$ cat config.mk
export PLATFORM = sky130hd
export DESIGN_NAME = addkey_stream_flat
export DESIGN_NICKNAME = d
export VERILOG_FILES = /design/src/rtl/aes_pkg.sv /design/src/rtl/addkey_stream_if.sv /design/src/rtl/addkey_keytab.sv /design/src/rtl/addkey_stream.sv /design/src/flat_wrapper.sv
export SDC_FILE = /design/constraint.sdc
export NUM_CORES = 2
export LEC_CHECK = 0
export CAP_MARGIN = 15
export CORE_MARGIN = 4
export CORE_UTILIZATION = 42
export DETAILED_ROUTE_END_ITERATION = 8
export PLACE_DENSITY = 0.67
export SLEW_MARGIN = 10
export SYNTH_ARGS = -nofsm -noshare
export SYNTH_HDL_FRONTEND = slang
export SYNTH_SLANG_ARGS = --single-unit
$ cat constraint.sdc
create_clock -name clk -period 5.44 [get_ports clk]
set_input_delay 1.088 -clock clk [delete_from_list [all_inputs] [get_ports clk]]
set_output_delay 1.088 -clock clk [all_outputs]
set_load 0.02 [all_outputs]
$ cat src/rtl/aes_pkg.sv
// Shared AES datapath definitions: block type, byte width and the round-key counts
// used by the AES-128/192/256 key schedules.
package aes_pkg;

  localparam int BYTE_W      = 8;
  localparam int AES_BLOCK_W = 128;

  localparam int NK128 = 11;
  localparam int NK192 = 13;
  localparam int NK256 = 15;

  typedef logic [AES_BLOCK_W-1:0] block_t;

endpackage

$ cat src/rtl/addkey_stream_if.sv
// Valid/ready stream bundle for the AddRoundKey stage: an input side carrying
// block + key index and an output side carrying the keyed block + index.
interface addkey_stream_if #(
  parameter int BLOCK_W = 128,
  parameter int KIDX_W  = 4
);

  logic               in_valid;
  logic               in_ready;
  logic [BLOCK_W-1:0] in_data;
  logic [KIDX_W-1:0]  in_kidx;

  logic               out_valid;
  logic               out_ready;
  logic [BLOCK_W-1:0] out_data;
  logic [KIDX_W-1:0]  out_kidx;

  // The stage itself: consumes the input side, produces the output side.
  modport slave (
    input  in_valid, in_data, in_kidx, out_ready,
    output in_ready, out_valid, out_data, out_kidx
  );

  // The environment around the stage: upstream producer plus downstream consumer.
  modport master (
    output in_valid, in_data, in_kidx, out_ready,
    input  in_ready, out_valid, out_data, out_kidx
  );

endinterface

$ cat src/rtl/addkey_keytab.sv
// Round-key register file: one synchronous write port, one asynchronous read port
// with write-first bypass, and range flags for both indices.
module addkey_keytab
  import aes_pkg::*;
#(
  parameter int BLOCK_W  = AES_BLOCK_W,
  parameter int NUM_KEYS = NK256,
  parameter int KIDX_W   = $clog2(NUM_KEYS + 1)
) (
  input  logic               clk,
  input  logic               rst,
  input  logic               we,
  input  logic [KIDX_W-1:0]  widx,
  input  logic [BLOCK_W-1:0] wdata,
  input  logic [KIDX_W-1:0]  ridx,
  output logic [BLOCK_W-1:0] rdata,
  output logic               w_ok,
  output logic               r_ok
);

  logic [BLOCK_W-1:0] keys [NUM_KEYS];

  assign w_ok = (widx < KIDX_W'(NUM_KEYS));
  assign r_ok = (ridx < KIDX_W'(NUM_KEYS));

  always_ff @(posedge clk) begin
    if (rst) begin
      for (int k = 0; k < NUM_KEYS; k++) keys[k] <= '0;
    end else if (we && w_ok) begin
      for (int k = 0; k < NUM_KEYS; k++)
        if (widx == KIDX_W'(k)) keys[k] <= wdata;
    end
  end

  // Out-of-range reads yield zero so the block passes through unmodified; a
  // same-cycle write to the read index is forwarded (write-first).
  always_comb begin
    rdata = '0;
    for (int k = 0; k < NUM_KEYS; k++)
      if (ridx == KIDX_W'(k)) rdata = keys[k];
    if (we && w_ok && (widx == ridx)) rdata = wdata;
  end

endmodule

$ cat src/rtl/addkey_stream.sv
// Streaming AES AddRoundKey stage: one elastic register stage XORing each block with
// a round key from an internal table, plus a sticky index-error flag and block counter.
module addkey_stream
  import aes_pkg::*;
#(
  parameter int BLOCK_W  = AES_BLOCK_W,
  parameter int NUM_KEYS = NK256,
  parameter int KIDX_W   = $clog2(NUM_KEYS + 1),
  parameter int CNT_W    = 32
) (
  input  logic               clk,
  input  logic               rst,
  input  logic               kw_en,
  input  logic [KIDX_W-1:0]  kw_idx,
  input  logic [BLOCK_W-1:0] kw_data,
  input  logic               err_clr,
  output logic               err,
  output logic [CNT_W-1:0]   blk_cnt,
  addkey_stream_if.slave     s
);

  logic [BLOCK_W-1:0] key_eff;
  logic               kw_ok;
  logic               kidx_ok;
  logic               accept;
  logic               new_err;

  addkey_keytab #(
    .BLOCK_W (BLOCK_W),
    .NUM_KEYS(NUM_KEYS),
    .KIDX_W  (KIDX_W)
  ) u_keytab (
    .clk  (clk),
    .rst  (rst),
    .we   (kw_en),
    .widx (kw_idx),
    .wdata(kw_data),
    .ridx (s.in_kidx),
    .rdata(key_eff),
    .w_ok (kw_ok),
    .r_ok (kidx_ok)
  );

  assign s.in_ready = !s.out_valid || s.out_ready;
  assign accept     = s.in_valid && s.in_ready;
  assign new_err    = (accept && !kidx_ok) || (kw_en && !kw_ok);

  // Output register only loads on accept, so a stalled block holds its data/index;
  // a new error outranks a clear so no error can slip through unseen.
  always_ff @(posedge clk) begin
    if (rst) begin
      s.out_valid <= 1'b0;
      s.out_data  <= '0;
      s.out_kidx  <= '0;
      err         <= 1'b0;
      blk_cnt     <= '0;
    end else begin
      if (accept) begin
        s.out_data  <= s.in_data ^ key_eff;
        s.out_kidx  <= s.in_kidx;
        s.out_valid <= 1'b1;
        blk_cnt     <= blk_cnt + CNT_W'(1);
      end else if (s.out_ready) begin
        s.out_valid <= 1'b0;
      end

      if (new_err)      err <= 1'b1;
      else if (err_clr) err <= 1'b0;
    end
  end

endmodule
$ cat src/flat_wrapper.sv
// flat-port wrapper written by rule: the top's interface ports become plain ports
module addkey_stream_flat import aes_pkg::*;
#(
  parameter int BLOCK_W  = AES_BLOCK_W,
  parameter int NUM_KEYS = NK256,
  parameter int KIDX_W   = $clog2(NUM_KEYS + 1),
  parameter int CNT_W    = 32
)
  (clk, rst, kw_en, kw_idx, kw_data, err_clr, err, blk_cnt, s_in_valid, s_in_data, s_in_kidx, s_out_ready, s_in_ready, s_out_valid, s_out_data, s_out_kidx);
  addkey_stream_if #(.BLOCK_W(BLOCK_W), .KIDX_W(KIDX_W)) s_i ();
  input  logic clk;
  input  logic rst;
  input  logic kw_en;
  input  logic [KIDX_W-1:0] kw_idx;
  input  logic [BLOCK_W-1:0] kw_data;
  input  logic err_clr;
  output logic err;
  output logic [CNT_W-1:0] blk_cnt;
  input wire logic [$bits(s_i.in_valid)-1:0] s_in_valid;
  input wire logic [$bits(s_i.in_data)-1:0] s_in_data;
  input wire logic [$bits(s_i.in_kidx)-1:0] s_in_kidx;
  input wire logic [$bits(s_i.out_ready)-1:0] s_out_ready;
  output wire logic [$bits(s_i.in_ready)-1:0] s_in_ready;
  output wire logic [$bits(s_i.out_valid)-1:0] s_out_valid;
  output wire logic [$bits(s_i.out_data)-1:0] s_out_data;
  output wire logic [$bits(s_i.out_kidx)-1:0] s_out_kidx;
  assign s_i.in_valid = s_in_valid;
  assign s_i.in_data = s_in_data;
  assign s_i.in_kidx = s_in_kidx;
  assign s_i.out_ready = s_out_ready;
  assign s_in_ready = s_i.in_ready;
  assign s_out_valid = s_i.out_valid;
  assign s_out_data = s_i.out_data;
  assign s_out_kidx = s_i.out_kidx;
  addkey_stream #(.BLOCK_W(BLOCK_W), .NUM_KEYS(NUM_KEYS), .KIDX_W(KIDX_W), .CNT_W(CNT_W)) u_core (.clk(clk), .rst(rst), .kw_en(kw_en), .kw_idx(kw_idx), .kw_data(kw_data), .err_clr(err_clr), .err(err), .blk_cnt(blk_cnt), .s(s_i));
endmodule
==> Yosys cells after proc, flatten, opt, wreduce, memory -nomap -nowiden <==
Memories as Yosys holds them, arrays and structs flattened.
Cells that the tools add are included.
{ "totals": {"wordCells": 165, "ram_bits": 1920, "inputBits": 270, "out_inout_bits": 167, "memories": 1, "reg_bits": 166} }
{ "op_classes": {"n_mux": 97, "bitwise": 16, "n_reduce_logical": 14, "eq_ne": 29, "n_addsub": 1, "order_cmp": 2} }
{ "memory_table": {"columns": ["name", "depth", "word_bits", "read_ports", "rd_ports_with_merged_regs", "wr", "line_no", "source"], "rows": [
  ["u_core.u_keytab.keys", 15, 128, 15, 0, 15, "addkey_keytab.sv:21", "logic [BLOCK_W-1:0] keys [NUM_KEYS];"]
]} }
{ "ops": {"columns": ["operator", "count"], "rows": [
  ["$mux W128", 31],
  ["$xor A128 B128 Y128", 1],
  ["$mux W1", 66],
  ["$eq A4 B4 Y1 const B", 14],
  ["$add A32 B1 Y32 const B", 1],
  ["$eq A4 B3 Y1 const B", 8],
  ["$eq A4 B2 Y1 const B", 4],
  ["$or A1 B1 Y1", 15],
  ["$eq A4 B1 Y1 const B", 2],
  ["$logic_not A4 Y1", 2],
  ["$lt A4 B4 Y1 const B", 2],
  ["$logic_and A1 B1 Y1", 5],
  ["$eq A4 B4 Y1", 1],
  ["$reduce_bool A2 Y1", 2],
  ["$logic_not A1 Y1", 3],
  ["$logic_or A1 B1 Y1", 2]
]} }

==> Longest topological paths before layout <==
{ "depth": {"depth_word": 18, "mapped_depth": 13, "depth_no_buf": 7} }

==> Hierarchy <==
Synthesis repeated with hierarchy kept, for this count alone.
{ "unflattened": {"hier_cells": 7277, "hier_area_um2": 91066.1} }
{ "by_module_without_submodules": {"columns": ["module", "n_inst", "cells_per_inst", "seq_area_each_um2", "area_each_um2"], "rows": [
  ["addkey_keytab", 1, 6505, 57655.3, 83936.8],
  ["addkey_stream", 1, 772, 3323.2, 7129.3]
]} }

==> Worst setup path before layout <==
No wires, ideal clock.
{ "synth_path": {"path_type": "input port to flip-flop", "start": "input rst", "end": "memory u_core.u_keytab.keys[7][104] (netlist: u_core.u_keytab.keys[0][1000]) (enable)", "setup_slack_ns": -0.047, "t_arrival_ns": 4.977, "setup_ns": 0.509, "n_path_buf": 3, "required_ns": 4.931, "cell_stages": 4, "cell_sequence": "clkbuf_1 clkbuf_1 clkbuf_1 nand2b_1"} }
{ "synth_lines": {"columns": ["element", "line_no", "source"], "rows": [
  ["from (decl)", "flat_wrapper.sv:12", "input logic rst;"],
  ["to (decl)", "addkey_keytab.sv:21", null]
]} }

==> flow_metrics.py <==
metrics = {
    "synth": {
        "synth-edff-count": 1920,
        "ys_warn_count": 0,
        "synth_top_area_share_pct": 62.6,
        "synth_area_leaders": "edfxtp_1 63%, nor2_1 6.6%, dfxtp_1 3.6%",
        "synthesis.area_sq_um": 92100,
        "async_flop_share_pct": 0,
        "synth_commonest_cells": "1,920 x edfxtp_1, 1,617 x nor2_1, 467 x clkbuf_1",
        "ys_ff_latch": 2086,
        "syn_avg_cell_area_sq_um": 12.0,
        "syn_nets": 7961,
        "yosys.area.top_type": "edfxtp_1",
        "ys_seq_area_share_pct": 66.2,
        "ys.flop_type": "edfxtp_1",
        "synthCells": 7690,
        "yosysMostFrequentCell": "edfxtp_1",
        "ys_types": 103,
    },
    "timing": {
        "whs_ps": 443,
        "finalHoldViolCount": 0,
        "slew_headroom_pct": 12.4,
        "fin_crit_sh_pct": 71.1,
        "fin_crit_ps": 3870,
        "setup_tns_ps": 0,
        "tightest_slew_ps": 1310,
        "setup_viol": 0,
        "rsz0062_at_grt": "no",
        "clock.fmax_mhz": 258,
        "skew_ps": 40.1,
        "setup_ws_ps": 1570,
        "finalMaxSlewViolations": 0,
    },
    "pwr": {
        "p_leak_nw": 36.1,
        "power_density_nw_per_um2": 354,
        "ir_worst_vdd_mv": 0.361,
    },
    "worst_setup_path": {
        "start_kind": "primary input",
        "required_ps": 6010,
        "arrival_ps": 4440,
        "crit_fanout": 72,
        "reg2reg_to": "u_core.s.out_data[91]$_SDFFE_PP0P_",
        "path_class": "in2reg",
        "reg2reg_from": "u_core.s.out_valid$_SDFFE_PP0P_",
        "reg2reg_depth": 7,
        "reg2reg_slack_ps": 2830,
        "cp-end-kind": "flop",
    },
    "finish": {
        "syn_to_final_growth_pct": 15.4,
        "drive_gt1_share_pct": 8.31,
        "layout.nets": 8071,
        "stdcell_area_sq_um": 106000,
        "finalCoreUtilization_pct": 48.8,
    },
    "clocking": {
        "cts_tree": "built",
        "cts.root.buffer_cell": "clkbuf_16",
        "cts_buffers": 216,
        "clk_pin_slew_ps": 60,
        "postCtsResizedCells": 0,
        "hold_buffers": 0,
        "htreeDepth": 4,
        "clock_sinks": 2086,
        "cts_buffer_depth": 3,
        "clkLatencyLatePin_ps": 860,
        "cts_setup_buffers": 0,
    },
    "drt": {
        "firstDrtPassIters": 7,
        "ant_nets": 0,
        "vias_per_cell": 6.30,
        "wl_mm": 326,
        "detail_route.wl_per_cell_microns": 30.0,
        "vias": 68400,
        "drc": 0,
        "drt-initial-drc-count": 10200,
    },
    "placed_design": {
        "hpwlAfterDp_mm": 182,
        "postPlaceCellArea_sq_um": 99400,
        "dp_slack_ps": 838,
        "io_buffers": 436,
        "gp_congestion": 0.873,
    },
    "die": {
        "dieArea_sq_um": 227000,
        "rows": 171,
        "die_h_microns": 476,
        "pin_count": 437,
        "die_w_microns": 476,
        "start_util_pct": 42.3,
        "core-area_sq_um": 218000,
    },
    "status": {
        "status": "finished clean",
    },
    "global_routing": {
        "grt_max_degree": 152,
        "grt_usage_pct": 27.5,
        "grt_remaining_overflow": 0,
        "antenna_found_initial": 20,
        "grt_pass1_wl_mm": 463,
        "grt_pass1_vias": 66600,
    },
    "min_path": {
        "hold_path.startpoint": "u_core.s.out_data[25]$_SDFFE_PP0P_",
        "min_path_type": "reg2reg",
        "hold_depth": 2,
        "min_to": "u_core.s.out_data[25]$_SDFFE_PP0P_",
    },
    "job": {
        "maxCapViolCount": 0,
    },
}
## cells by family (layout without fill, tap and decap cells)
logic type | after synthesis | after routing | synth area share [%]
and+or+nand+nor | 2589 | 2589 | 12.2
AOI/OAI and AO/OA | 1778 | 1778 | 13.3
DFF | 2086 | 2086 | 66.2
xor gates and xnor gates | 122 | 122 | 1.17
other | 0 | 16 | 0
buffers and inverters | 886 | 1185 | 4.29
adders and majority gates | 1 | 1 | 0.0136
muxes | 228 | 228 | 2.84
## layer usage
layer / global-route usage, % / vias to the layer above / part of all wire (%)
met5: 0 / - / 0.024
met4: 14.0 / 12 / 5.6
met3: 6.68 / 930 / 13
met2: 43.4 / 5187 / 45
met1: 35.6 / 33700 / 36
li1: - / 28500 / -
## placed cells by master, fill, tap and decap left out, types with 156 or more instances in the layout
master,Yosys,routed
edfxtp_1,1920,1920
nor2_1,1617,1610
clkdlybuf4s50_1,0,431
a21oi_1,363,361
nand2_1,352,344
o21ai_0,304,304
clkbuf_16,0,219
dfxtp_1,166,166
mux2i_1,161,161
nand2b_1,171,156
## worst max-delay path by stage
stage	from	end	depth (start not counted)	slack (ps)
6_report	kw_idx[3]	u_core.u_keytab.keys[0][959]$_SDFFCE_PN0P_	6	1570
5_1_grt	kw_idx[2]	u_core.u_keytab.keys[0][928]$_SDFFCE_PN0P_	6	1550
4_1_cts	kw_idx[2]	u_core.u_keytab.keys[0][959]$_SDFFCE_PN0P_	6	1760
3_5_place_dp	kw_idx[2]	u_core.u_keytab.keys[0][977]$_SDFFCE_PN0P_	6	840
3_3_place_gp	kw_idx[2]	u_core.u_keytab.keys[0][981]$_SDFFCE_PN0P_	6	950
2_1_floorplan	kw_idx[1]	u_core.u_keytab.keys[0][384]$_SDFFCE_PN0P_	4	250
## where the power goes
part / leakage (nW) / total [mW] / internal, mW / switching [mW]
Combinational: 12.9 / 3.99 / 1.33 / 2.66
Sequential: 19.8 / 19.0 / 18.7 / 0.381
Clock: 3.35 / 14.6 / 8.19 / 6.39
Total: 36.1 / 37.6 / 28.2 / 9.43
## flip-flops by register name, indices dropped and copies added (netlist names)
register / count
u_core.s.out_data: 128
u_core.u_keytab.keys: 1920
u_core.s.out_valid: 1
u_core.blk_cnt: 32
u_core.err: 1
u_core.s.out_kidx: 4
## critical path, stage by stage
cell and delay [ps]:
clkdlybuf4s50_1 720, nor2b_1 250, nand4_1 210, buf_4 970
buf_4 990, nor2_1 130
## area by class of cell
type                    instances  area [sq um]
clock buffers                 293          5870
clock inverters               114          1030
inverters                     141           537
repair buffers                637          6700
flip-flops and latches       2086         61000
multi-input cells            4718         27600
well taps                    2854          3570
diodes                         16          40.0
fillers                     18800        111000
## stage by stage
| step | power, mW | cells |
|---|---|---|
| after floorplan | 21.5 | 7690 |
| after global placement | 23.2 | 10400 |
| after detailed placement | 23.3 | 10400 |
| after CTS | 37.6 | 10800 |
| after global routing | 38.6 | 10900 |
| final | 37.6 | 10900 |
No activity file was read; power rests on OpenSTA's default activity.
